**config.mk**
```make
export PLATFORM = sky130hd
export DESIGN_NAME = ppm16_modulator
export DESIGN_NICKNAME = d
export VERILOG_FILES = /design/src/rtl/ppm16_modulator.sv
export SDC_FILE = /design/constraint.sdc
export NUM_CORES = 1
export LEC_CHECK = 0
export ABC_AREA = 1
export BUFFER_PORTS_ARGS = -buffer_cell sky130_fd_sc_hd__buf_2
export CAP_MARGIN = 40
export CORE_MARGIN = 1
export CORE_UTILIZATION = 40
export DETAILED_ROUTE_END_ITERATION = 8
export PLACE_DENSITY = 0.64
export SLEW_MARGIN = 20
export SYNTH_ARGS = -nofsm -noshare
export SYNTH_HDL_FRONTEND = slang
export SYNTH_SLANG_ARGS = --single-unit
export TNS_END_PERCENT = 30
```
**constraint.sdc**
```tcl
create_clock -name clk -period 1.4 [get_ports clk]
set_clock_uncertainty 0.1 [all_clocks]
set_input_delay 0.07 -clock clk [delete_from_list [all_inputs] [get_ports clk]]
set_output_delay 0.07 -clock clk [all_outputs]
set_load 0.01 [all_outputs]
```
**src/rtl/ppm16_modulator.sv**
```systemverilog
// 16-ary pulse-position modulator: one 4-bit symbol per 16-chip frame, a single
// pulse in the chip selected by the symbol, optional idle guard chips between frames.
module ppm16_modulator #(
  parameter int CHIPS_PER_SLOT = 2,
  parameter int PULSE_WIDTH    = 1,
  parameter int GUARD_CHIPS    = 0
) (
  input  logic        clk,
  input  logic        rst_n,
  input  logic        enable,
  input  logic [3:0]  symbol_in,
  input  logic        symbol_valid,
  output logic        symbol_ready,
  output logic        pulse_out,
  output logic        frame_start,
  output logic [3:0]  chip_idx,
  output logic        busy,
  output logic        underrun,
  output logic [15:0] frame_count
);

  // state | meaning
  // IDLE  | no frame in progress, waiting for a held symbol and enable
  // FRAME | emitting 16 chips of the active symbol
  // GUARD | idle guard chips after a frame, pulse suppressed
  typedef enum logic [1:0] {IDLE, FRAME, GUARD} state_t;

  localparam logic [7:0]  CYC_LAST   = 8'(CHIPS_PER_SLOT - 1);
  localparam logic [7:0]  PW_C       = 8'(PULSE_WIDTH);
  localparam int          GUARD_CYC  = GUARD_CHIPS * CHIPS_PER_SLOT;
  localparam logic [11:0] GUARD_LOAD = (GUARD_CYC > 0) ? 12'(GUARD_CYC - 1) : 12'd0;
  localparam bit          HAS_GUARD  = (GUARD_CHIPS > 0);

  state_t      state_q, state_d;
  logic        hold_vld_q, hold_vld_d;
  logic [3:0]  hold_sym_q, hold_sym_d;
  logic [3:0]  cur_sym_q, cur_sym_d;
  logic [3:0]  chip_q, chip_d;
  logic [7:0]  cyc_q, cyc_d;
  logic [11:0] guard_q, guard_d;
  logic [15:0] frame_count_q, frame_count_d;
  logic        underrun_q, underrun_d;
  logic        accept;
  logic        start_ok;
  logic        seq_end;

  assign symbol_ready = enable & ~hold_vld_q;
  assign accept       = symbol_valid & symbol_ready;
  assign start_ok     = hold_vld_q & enable;

  always_ff @(posedge clk) begin
    if (!rst_n) begin
      state_q       <= IDLE;
      hold_vld_q    <= 1'b0;
      hold_sym_q    <= 4'd0;
      cur_sym_q     <= 4'd0;
      chip_q        <= 4'd0;
      cyc_q         <= 8'd0;
      guard_q       <= 12'd0;
      frame_count_q <= 16'd0;
      underrun_q    <= 1'b0;
    end else begin
      state_q       <= state_d;
      hold_vld_q    <= hold_vld_d;
      hold_sym_q    <= hold_sym_d;
      cur_sym_q     <= cur_sym_d;
      chip_q        <= chip_d;
      cyc_q         <= cyc_d;
      guard_q       <= guard_d;
      frame_count_q <= frame_count_d;
      underrun_q    <= underrun_d;
    end
  end

  always_comb begin
    state_d       = state_q;
    hold_vld_d    = hold_vld_q;
    hold_sym_d    = hold_sym_q;
    cur_sym_d     = cur_sym_q;
    chip_d        = chip_q;
    cyc_d         = cyc_q;
    guard_d       = guard_q;
    frame_count_d = frame_count_q;
    underrun_d    = 1'b0;
    seq_end       = 1'b0;

    if (accept) begin
      hold_vld_d = 1'b1;
      hold_sym_d = symbol_in;
    end

    unique case (state_q)
      IDLE: begin
      end
      FRAME: begin
        if (cyc_q == CYC_LAST) begin
          cyc_d  = 8'd0;
          chip_d = chip_q + 4'd1;
        end else begin
          cyc_d = cyc_q + 8'd1;
        end
        if ((cyc_q == CYC_LAST) && (chip_q == 4'd15)) begin
          frame_count_d = frame_count_q + 16'd1;
          if (HAS_GUARD) begin
            state_d = GUARD;
            guard_d = GUARD_LOAD;
            chip_d  = 4'd0;
            cyc_d   = 8'd0;
          end else begin
            seq_end = 1'b1;
          end
        end
      end
      GUARD: begin
        if (guard_q == 12'd0) seq_end = 1'b1;
        else                  guard_d = guard_q - 12'd1;
      end
      default: state_d = IDLE;
    endcase

    // Frame/guard end and IDLE share one reload path so back-to-back frames have no gap.
    if (((state_q == IDLE) || seq_end) && start_ok) begin
      state_d    = FRAME;
      cur_sym_d  = hold_sym_q;
      hold_vld_d = 1'b0;
      chip_d     = 4'd0;
      cyc_d      = 8'd0;
    end else if (seq_end) begin
      state_d    = IDLE;
      chip_d     = 4'd0;
      cyc_d      = 8'd0;
      underrun_d = enable;
    end
  end

  assign pulse_out   = (state_q == FRAME) && (chip_q == cur_sym_q) && (cyc_q < PW_C);
  assign frame_start = (state_q == FRAME) && (chip_q == 4'd0) && (cyc_q == 8'd0);
  assign chip_idx    = chip_q;
  assign busy        = (state_q != IDLE);
  assign underrun    = underrun_q;
  assign frame_count = frame_count_q;

endmodule

```
==> results of run 1 <==
sequential cells by signal, indices dropped and copies added, names as in the netlist:
| register | cells |
|---|---|
| frame_count | 16 |
| cyc_q | 8 |
| chip_idx | 4 |
| cur_sym_q | 4 |
| hold_sym_q | 4 |
| hold_vld_q | 1 |
| state_q | 1 |
| underrun | 1 |
power groups by stage:
stage	Clock, µW	Combinational, µW	Sequential (µW)
6_report	983	236	1140
2_1_floorplan	0	109	1160
3_3_place_gp	0	176	1160
5_1_grt	1040	258	1140
4_1_cts	992	215	1140
3_5_place_dp	0	179	1160
routing by layer:
layer	share of wire (%)	track usage (%)
met3	3.0	4.37
met2	50	36.2
met4	1.4	6.38
met5	0	0
met1	46	26.0
cells in the final DEF (no fill, tap or decap), drive strengths merged:
master        n
inv          31
buf          82
dlygate4sd3   7
o22ai         1
nor3          1
clkinv        3
nand2        75
a21oi        25
bufinv        1
o21ai         8
nand3        28
clkbuf        7
dfxtp        39
nor4          1
ha            6
xnor2         9
xor2          7
a22oi         1
nor2         48
nand4         7
synthesized netlist by cell type, types with 7 or more instances:
library cell  number
nand2_2           10
nand3_1           23
nand2_1           64
xor2_1             7
xnor2_1            9
a21oi_1           17
dfxtp_1           39
a21oi_2            8
o21ai_0            7
inv_1             29
nor2_2            14
nor2_1            32
nand4_1            7
metrics by stage:
stage	cells	instance area [µm²]	setup WS [ps]	hold WS, ps	power (µW)
floorplan	296	2200	-66.8	96.0	1270
global placement	433	2750	-62.2	252	1340
detailed placement	433	2750	-72.7	254	1340
CTS	453	3050	-196	3.31	2350
global route	457	3160	-277	43.7	2450
finish	457	3160	-188	17.6	2360
critical path: cells and delay by family, from the launching register on:
family	cells	cell delay (ps)
and+or+nand+nor	6	550
DFF	1	340
buffers and inverters	3	310
adders and majority gates	1	180
cells by family after synthesis:
logic type	after synthesis	share of synthesized area (%)
xor+xnor	16	6.44
flops	39	35.9
fa+ha+maj	6	3.45
simple gates	160	35.9
buf+inv	40	8.74
compound gates	35	9.60
final cells by class:
cell class | count | share of cell area [%]
clock buffers | 6 | 2.61
well taps | 70 | 2.77
repair buffers | 90 | 22.8
multi-input cells | 217 | 41.5
clock inverters | 2 | 1.11
inverters | 33 | 4.04
flip-flops and latches | 39 | 25.2
what timing repair did:
| action | 4_1_cts | 5_1_grt |
|---|---|---|
| hold endpoints to repair | 7 | 0 |
| hold buffers | 7 | 0 |
| resized for setup | 20 | 15 |
| endpoints found under the setup margin | 34 | 37 |
| pin swaps | 9 | 8 |
| setup buffers | 5 | 3 |
| cloned | 0 | 1 |
path summary, 6_finish.rpt:
check / to / slack, ps / depth (start not counted)
max reg2reg: cyc_q[6] / -190 / 10
max: cyc_q[6] / -190 / 10
min reg2reg: hold_sym_q[3] / 360 / 2
min: frame_count[0] / 20 / 3
==> impl_metrics.py, run 1 <==
metrics = {
    "cts": {
        "clk_latency_ps": 290,
        "clk_pin_slew_ps": 80,
        "ctsHtreeMaxLevel": 2,
        "clockBufferDepth": 2,
        "cts.sinks": 39,
        "cts_root_buf": "clkbuf_8",
        "cts_tree": "built",
        "cts_buffers": 5,
    },
    "floorplanning": {
        "core_um2": 5170,
        "die_area_um2": 5740,
        "num_io_pins": 33,
        "die_h_um": 75.8,
        "num_rows": 26,
        "start_util_pct": 42.1,
        "die_w_um": 75.8,
    },
    "run_status": {
        "violations": "setup timing",
        "status": "finished with violations",
    },
    "logic_synthesis": {
        "synth.area.top_cells": "dfxtp_1, nand2_1, nor2_1, nand3_1, inv_1",
        "synth_edf_count": 0,
        "synth_top_area_share_pct": 35.9,
        "ys_seq_area_share_pct": 35.9,
        "synth_cell_type_count": 31,
        "synthFlopType": "dfxtp_1",
        "synth_area_um2": 2180,
        "synth_top_cell_by_area": "dfxtp_1",
        "syn_nets": 310,
        "ys_ff_latch": 39,
        "ys_warn_count": 0,
        "postSynthCellCount": 296,
        "avgSynthCellArea_um2": 7.35,
        "async_flop_share_pct": 0,
    },
    "layout": {
        "areaGrowthSynthToFinish_pct": 45.3,
        "seqCellArea_um2": 796,
        "drive_above_1_share_pct": 42.1,
        "nets": 400,
        "final_util_pct": 61.1,
        "num_antenna_cells": 0,
        "fillerInstances": 464,
        "multiInputGateArea_um2": 1310,
    },
    "critical_path": {
        "critical-path-slowest-cell": "dfxtp_2",
        "startpoint_type": "flop",
        "crit_path_cell_trace": "buf_4 -> ha_2 -> inv_2 -> nor2_4 -> nand3_4 -> nand2_4 -> nand2_4 -> nand3_4 -> clkbuf_16 -> nor2_2",
        "worstSetupPathType": "reg -> reg",
        "endpoint_kind": "flop",
        "worst_ep_arrival_time_ps": 1670,
        "cp_max_fo": 5,
        "r2r-start": "cyc_q[0]",
        "startpoint": "cyc_q[0]",
        "required_ps": 1480,
        "slowest_delay_ps": 340,
    },
    "global_route": {
        "antenna_found_initial": 0,
        "gr-usage-all-layers_pct": 20.9,
        "grt_overflow": 0,
        "grt_pass1_wl_um": 9090,
        "grt_max_degree": 15,
        "grt_pass1_vias": 2019,
    },
    "run": {
        "maxCapViolations": 0,
    },
    "placed_design": {
        "hpwl_um": 3710,
        "port_buffers": 32,
        "place_congestion": 0.807,
    },
    "route": {
        "routedWlPerCell_um": 12.2,
        "drc": 0,
        "drtIter0Drc": 48,
        "drtPass1Iterations": 4,
        "ant_nets": 0,
        "vias": 2158,
        "routed_wl_um": 5580,
        "vias_per_cell": 4.72,
    },
    "power_and_ir_drop": {
        "power.switching_uw": 542,
        "power_leakage_uw": 0.00135,
        "p_sw_share_pct": 23.0,
        "peakVddDrop_uv": 398,
        "power_frac_seq_pct": 48.4,
        "intPower_uw": 1820,
        "power_density_nw_per_um2": 747,
        "pwr-share-comb_pct": 10.0,
        "clkPwrFrac_pct": 41.7,
    },
    "timing": {
        "rsz0062_at_grt": "yes",
        "finalWorstSetupSlack_ps": -188,
        "fmax_mhz": 630,
        "setup_violations": 37,
        "period_share_pct": 113,
        "min_period_ps": 1590,
        "drv_slew": 0,
        "setup_tns_ps": -4660,
        "max_slew_margin_pct": 63.8,
        "worst_pin_slew_ps": 542,
        "hold_viol": 0,
    },
    "min_path": {
        "min_path_type": "in -> reg",
        "min-delay-start": "rst_n",
    },
}
Note: power is estimated with default switching activity, not from simulation.
==> run 2, diff against run 1 <==
==> constraint.sdc (replaced) <==
create_clock -name clk -period 1.4 [get_ports clk]
set_clock_uncertainty 0.1 [all_clocks]
set_input_delay 0.07 -clock clk [delete_from_list [all_inputs] [get_ports clk]]
set_output_delay 0.07 -clock clk [all_outputs]
set_load 0.05 [all_outputs]
==> run 2 against run 1 <==
  * The run still ends with setup timing left
  * Sequential share of layout area is 0.84 points higher
  * Final area is 0.36% lower
  * Fmax is 0.54% higher
  * Critical path type is now reg -> out
  * Critical endpoint is now frame_start
==> impl_metrics.py, run 2 (synthesis results as in run 1) <==
metrics = {
    "critical_path": {
        "cp_max_fo": 2,
        "worstSetupPathType": "reg -> out",
        "required_ps": 1230,
        "reg2reg_to": "cyc_q[7]",
        "worst_ep_arrival_time_ps": 1410,
        "startpoint": "cyc_q[1]",
        "reg2reg_depth": 10,
        "r2r-start": "chip_idx[1]",
        "startpoint_type": "flop",
        "endpoint_kind": "output pin",
        "rrSetupSlack_ps": -120,
    },
    "placed_design": {
        "hpwl_um": 3630,
        "port_buffers": 32,
        "place_congestion": 0.809,
    },
    "cts": {
        "clk_pin_slew_ps": 70,
        "cts_root_buf": "clkbuf_8",
        "ctsHtreeMaxLevel": 2,
        "clk_latency_ps": 290,
        "cts.sinks": 39,
        "clockBufferDepth": 2,
        "cts_buffers": 5,
        "cts_tree": "built",
    },
    "global_route": {
        "grt_pass1_vias": 1838,
        "grt_overflow": 0,
        "grt_pass1_wl_um": 8130,
        "antenna_found_initial": 0,
        "grt_max_degree": 15,
        "gr-usage-all-layers_pct": 19.1,
    },
    "route": {
        "drc": 0,
        "routed_wl_um": 5120,
        "routedWlPerCell_um": 11.4,
        "vias": 2111,
        "drtPass1Iterations": 4,
        "ant_nets": 0,
        "vias_per_cell": 4.68,
        "drtIter0Drc": 100,
    },
    "timing": {
        "min_period_ps": 1580,
        "whs_ps": 355,
        "drv_slew": 0,
        "finalWorstSetupSlack_ps": -179,
        "fmax_mhz": 633,
        "worst_pin_slew_ps": 585,
        "max_slew_margin_pct": 60.9,
        "hold_viol": 0,
        "rsz0062_at_grt": "yes",
        "setup_tns_ps": -2690,
        "setup_violations": 35,
        "period_share_pct": 113,
    },
    "layout": {
        "drive_above_1_share_pct": 45.1,
        "final_cell_mix": "nand2_1, buf_4, buf_2, nor2_1, inv_1",
        "nets": 394,
        "final_common_cell": "nand2_1",
        "largest_register_ffs": 16,
        "areaGrowthSynthToFinish_pct": 44.7,
        "num_antenna_cells": 0,
        "final_util_pct": 60.9,
    },
    "min_path": {
        "min_path_cells": 2,
        "min_delay_worst_endpoint": "hold_sym_q[3]",
        "min-delay-start": "hold_sym_q[3]",
        "min_path_type": "reg -> reg",
    },
    "floorplanning": {
        "die_w_um": 75.8,
        "start_util_pct": 42.1,
        "num_rows": 26,
        "num_io_pins": 33,
        "die_h_um": 75.8,
        "die_area_um2": 5740,
        "core_um2": 5170,
    },
    "run_status": {
        "status": "finished with violations",
        "violations": "setup timing",
    },
    "power_and_ir_drop": {
        "peakVddDrop_uv": 401,
        "power_leakage_uw": 0.00132,
        "power_density_nw_per_um2": 706,
    },
    "run": {
        "maxCapViolations": 0,
    },
}
run 2: changes by cell type in the layout (fill, tap and decap cells not counted), sizes merged:
cell and delta:
clkinv -1, clkbuf +1, buf -5, bufinv -1
run 2: metal layers:
metal / GRT usage [%] / up-vias / share of wire, % / wire length [µm]
met2: 30.1 / 32 / 47 / 2410
met3: 4.89 / 11 / 2.8 / 146
li1: - / 1109 / - / -
met4: 8.44 / 0 / 2.4 / 122
met1: 24.5 / 959 / 48 / 2440
met5: 0 / - / 0 / 0
run 2: worst max path at each step:
stage                     slack, ps  cells past startpoint        endpoint
after floorplan                -160                      9        cyc_q[0]
after global placement          -70                     10        cyc_q[7]
after detailed placement       -120                      9  frame_count[6]
after CTS                      -180                      6     frame_start
after global routing           -300                      6     frame_start
final                          -180                      6     frame_start
run 2: power breakdown:
| part | switching [µW] | internal (µW) | total, µW |
|---|---|---|---|
| Sequential | 17.1 | 1120 | 1130 |
| Clock | 402 | 450 | 852 |
| Combinational | 135 | 101 | 236 |
run 2: worst max-delay path: stages, from the launching register on:
cell and delay (ps):
dfxtp_2 330, inv_2 60, buf_6 90, ha_4 100, nand4_1 160, nor4_4 180
buf_6 190
run 2: cell type report:
| class | instances | area, µm² |
|---|---|---|
| fill | 456 | 2020 |
| tap | 70 | 87.6 |
| timing repair buffer | 84 | 648 |
| clock buffer | 8 | 100 |
| sequential | 39 | 820 |
| multi-input combinational | 217 | 1370 |
| inverter | 33 | 129 |
run 2: timing repair:
action	in CTS	in global routing
resized for setup	31	17
endpoints found under the hold margin	9	0
endpoints found under the setup margin	37	37
pin swaps	9	5
hold buffers	7	0
setup buffers	5	0
run 2: through the flow:
stage	total power, µW	instance area (µm²)	std cells	setup slack (ps)
final	2220	3150	451	-179
after CTS	2240	3080	451	-183
after floorplan	1290	2250	296	-161
after global routing	2310	3150	451	-299
after detailed placement	1350	2760	431	-121
after global placement	1350	2760	431	-68.0
==> run 3, diff against run 2 <==
--- a/config.mk
+++ b/config.mk
@@ -12,6 +12,7 @@
 export CORE_UTILIZATION = 40
 export DETAILED_ROUTE_END_ITERATION = 8
 export PLACE_DENSITY = 0.64
+export SETUP_SLACK_MARGIN = 0.4
 export SLEW_MARGIN = 20
 export SYNTH_ARGS = -nofsm -noshare
 export SYNTH_HDL_FRONTEND = slang
==> run 3 against run 2 <==
  * The flow still finishes with violations (setup timing)
  * Power grew 1.2%
  * First-iteration DRC count grew 11%
  * Final cell count grew 0.89%
  * Largest power group unchanged
  * Critical endpoint unchanged
  * Critical path type unchanged
==> impl_metrics.py, run 3 (synthesis results as in run 1) <==
metrics = {
    "cts": {
        "ctsHtreeMaxLevel": 2,
        "cts_root_buf": "clkbuf_8",
        "cts_tree": "built",
        "cts_buffers": 5,
        "clk_latency_ps": 290,
        "clockBufferDepth": 2,
        "clk_pin_slew_ps": 70,
        "cts.sinks": 39,
    },
    "timing": {
        "max_slew_margin_pct": 60.2,
        "fmax_mhz": 618,
        "rsz0062_at_grt": "yes",
        "setup_violations": 37,
        "worst_pin_slew_ps": 596,
        "finalWorstSetupSlack_ps": -218,
        "min_period_ps": 1620,
        "hold_viol": 0,
        "period_share_pct": 116,
        "drv_slew": 0,
    },
    "route": {
        "routedWlPerCell_um": 12.1,
        "vias": 2146,
        "vias_per_cell": 4.72,
        "ant_nets": 0,
        "drc": 0,
        "drtPass1Iterations": 4,
        "drtIter0Drc": 111,
        "routed_wl_um": 5520,
    },
    "layout": {
        "fin_cells": 455,
        "largest_register_ffs": 16,
        "drive_above_1_share_pct": 46.0,
        "final_common_cell": "nand2_1",
        "final_cell_mix": "nand2_1, buf_4, nor2_1, inv_1, nand3_1",
        "areaGrowthSynthToFinish_pct": 57.2,
        "nets": 398,
        "fillerInstances": 408,
        "num_antenna_cells": 0,
    },
    "power_and_ir_drop": {
        "power.total_uw": 2250,
        "power_leakage_uw": 0.00139,
        "peakVddDrop_uv": 481,
        "power_density_nw_per_um2": 658,
    },
    "floorplanning": {
        "num_io_pins": 33,
        "die_h_um": 75.8,
        "core_um2": 5170,
        "num_rows": 26,
        "start_util_pct": 42.1,
        "die_area_um2": 5740,
        "die_w_um": 75.8,
    },
    "min_path": {
        "min_path_cells": 3,
        "min_path_type": "in -> reg",
    },
    "global_route": {
        "antenna_found_initial": 0,
        "grt_overflow": 0,
        "gr-usage-all-layers_pct": 19.6,
        "grt_max_degree": 15,
        "grt_pass1_vias": 1887,
        "grt_pass1_wl_um": 8320,
    },
    "placed_design": {
        "pre_cts_ws_ps": -121,
        "place_congestion": 0.809,
        "hpwl_um": 3630,
        "numPlacedInstances": 431,
        "port_buffers": 32,
    },
    "run_status": {
        "violations": "setup timing",
        "status": "finished with violations",
    },
    "critical_path": {
        "endpoint_kind": "output pin",
        "required_ps": 1230,
        "reg2reg_depth": 10,
        "worstSetupPathType": "reg -> out",
        "cp_max_fo": 2,
        "worst_ep_arrival_time_ps": 1450,
        "startpoint_type": "flop",
    },
    "run": {
        "maxCapViolations": 0,
    },
}
[run 3: cell types whose count changed in the layout (fill, tap and decap cells not counted), moves of 2 or more]
| cell | change |
|---|---|
| nor2_2 | +2 |
| buf_2 | -22 |
| buf_8 | +14 |
| buf_6 | +9 |
| clkbuf_16 | +2 |
[run 3: path summary, 6_finish.rpt]
path	from	endpoint	slack, ps
max reg2reg	chip_idx[0]	chip_idx[1]	-160
max	cyc_q[1]	frame_start	-220
min reg2reg	hold_sym_q[3]	hold_sym_q[3]	350
min	rst_n	hold_sym_q[3]	20
[run 3: metrics by stage]
step	hold WS, ps	cell area, µm²	setup TNS (ps)	utilization [%]
2_1_floorplan	96.0	2250	-3380	-
3_3_place_gp	240	2760	-1530	53.4
3_5_place_dp	243	2760	-2430	53.4
4_1_cts	0.525	3280	-2890	63.4
5_1_grt	32.5	3420	-7210	66.1
6_report	24.7	3420	-3860	66.1
[run 3: critical path, stage by stage (launching register included)]
cell and delay [ps]:
dfxtp_2 330, inv_2 60, buf_6 90, ha_4 110, nand4_1 180, nor4_4 190
buf_6 190
[run 3: where the power goes]
part           switching [µW]  internal, µW
combinational             146           128
clock                     392           450
sequential               17.8          1120
[run 3: routing by layer]
metal	GRT usage, %	routed length (µm)	vias up
met1	24.4	2550	973
met3	4.89	175	9
met4	8.44	99	0
met2	32.2	2690	44
met5	0	0	-
li1	-	-	1120
[run 3: timing repair]
action / CTS / global route
pin swaps: 11 / 8
setup buffers: 5 / 1
endpoints found under the setup margin: 64 / 63
hold buffers: 8 / 0
hold endpoints to repair: 9 / 0
resized for setup: 88 / 24
gates cloned: 0 / 2
[run 3: final cells by class]
| class | count | area [µm²] | area share [%] |
|---|---|---|---|
| multi-input combinational | 217 | 1370 | 40.1 |
| sequential | 39 | 822 | 24.0 |
| tap | 70 | 87.6 | 2.56 |
| inverter | 33 | 129 | 3.77 |
| timing repair buffer | 88 | 910 | 26.6 |
| clock buffer | 8 | 100 | 2.93 |
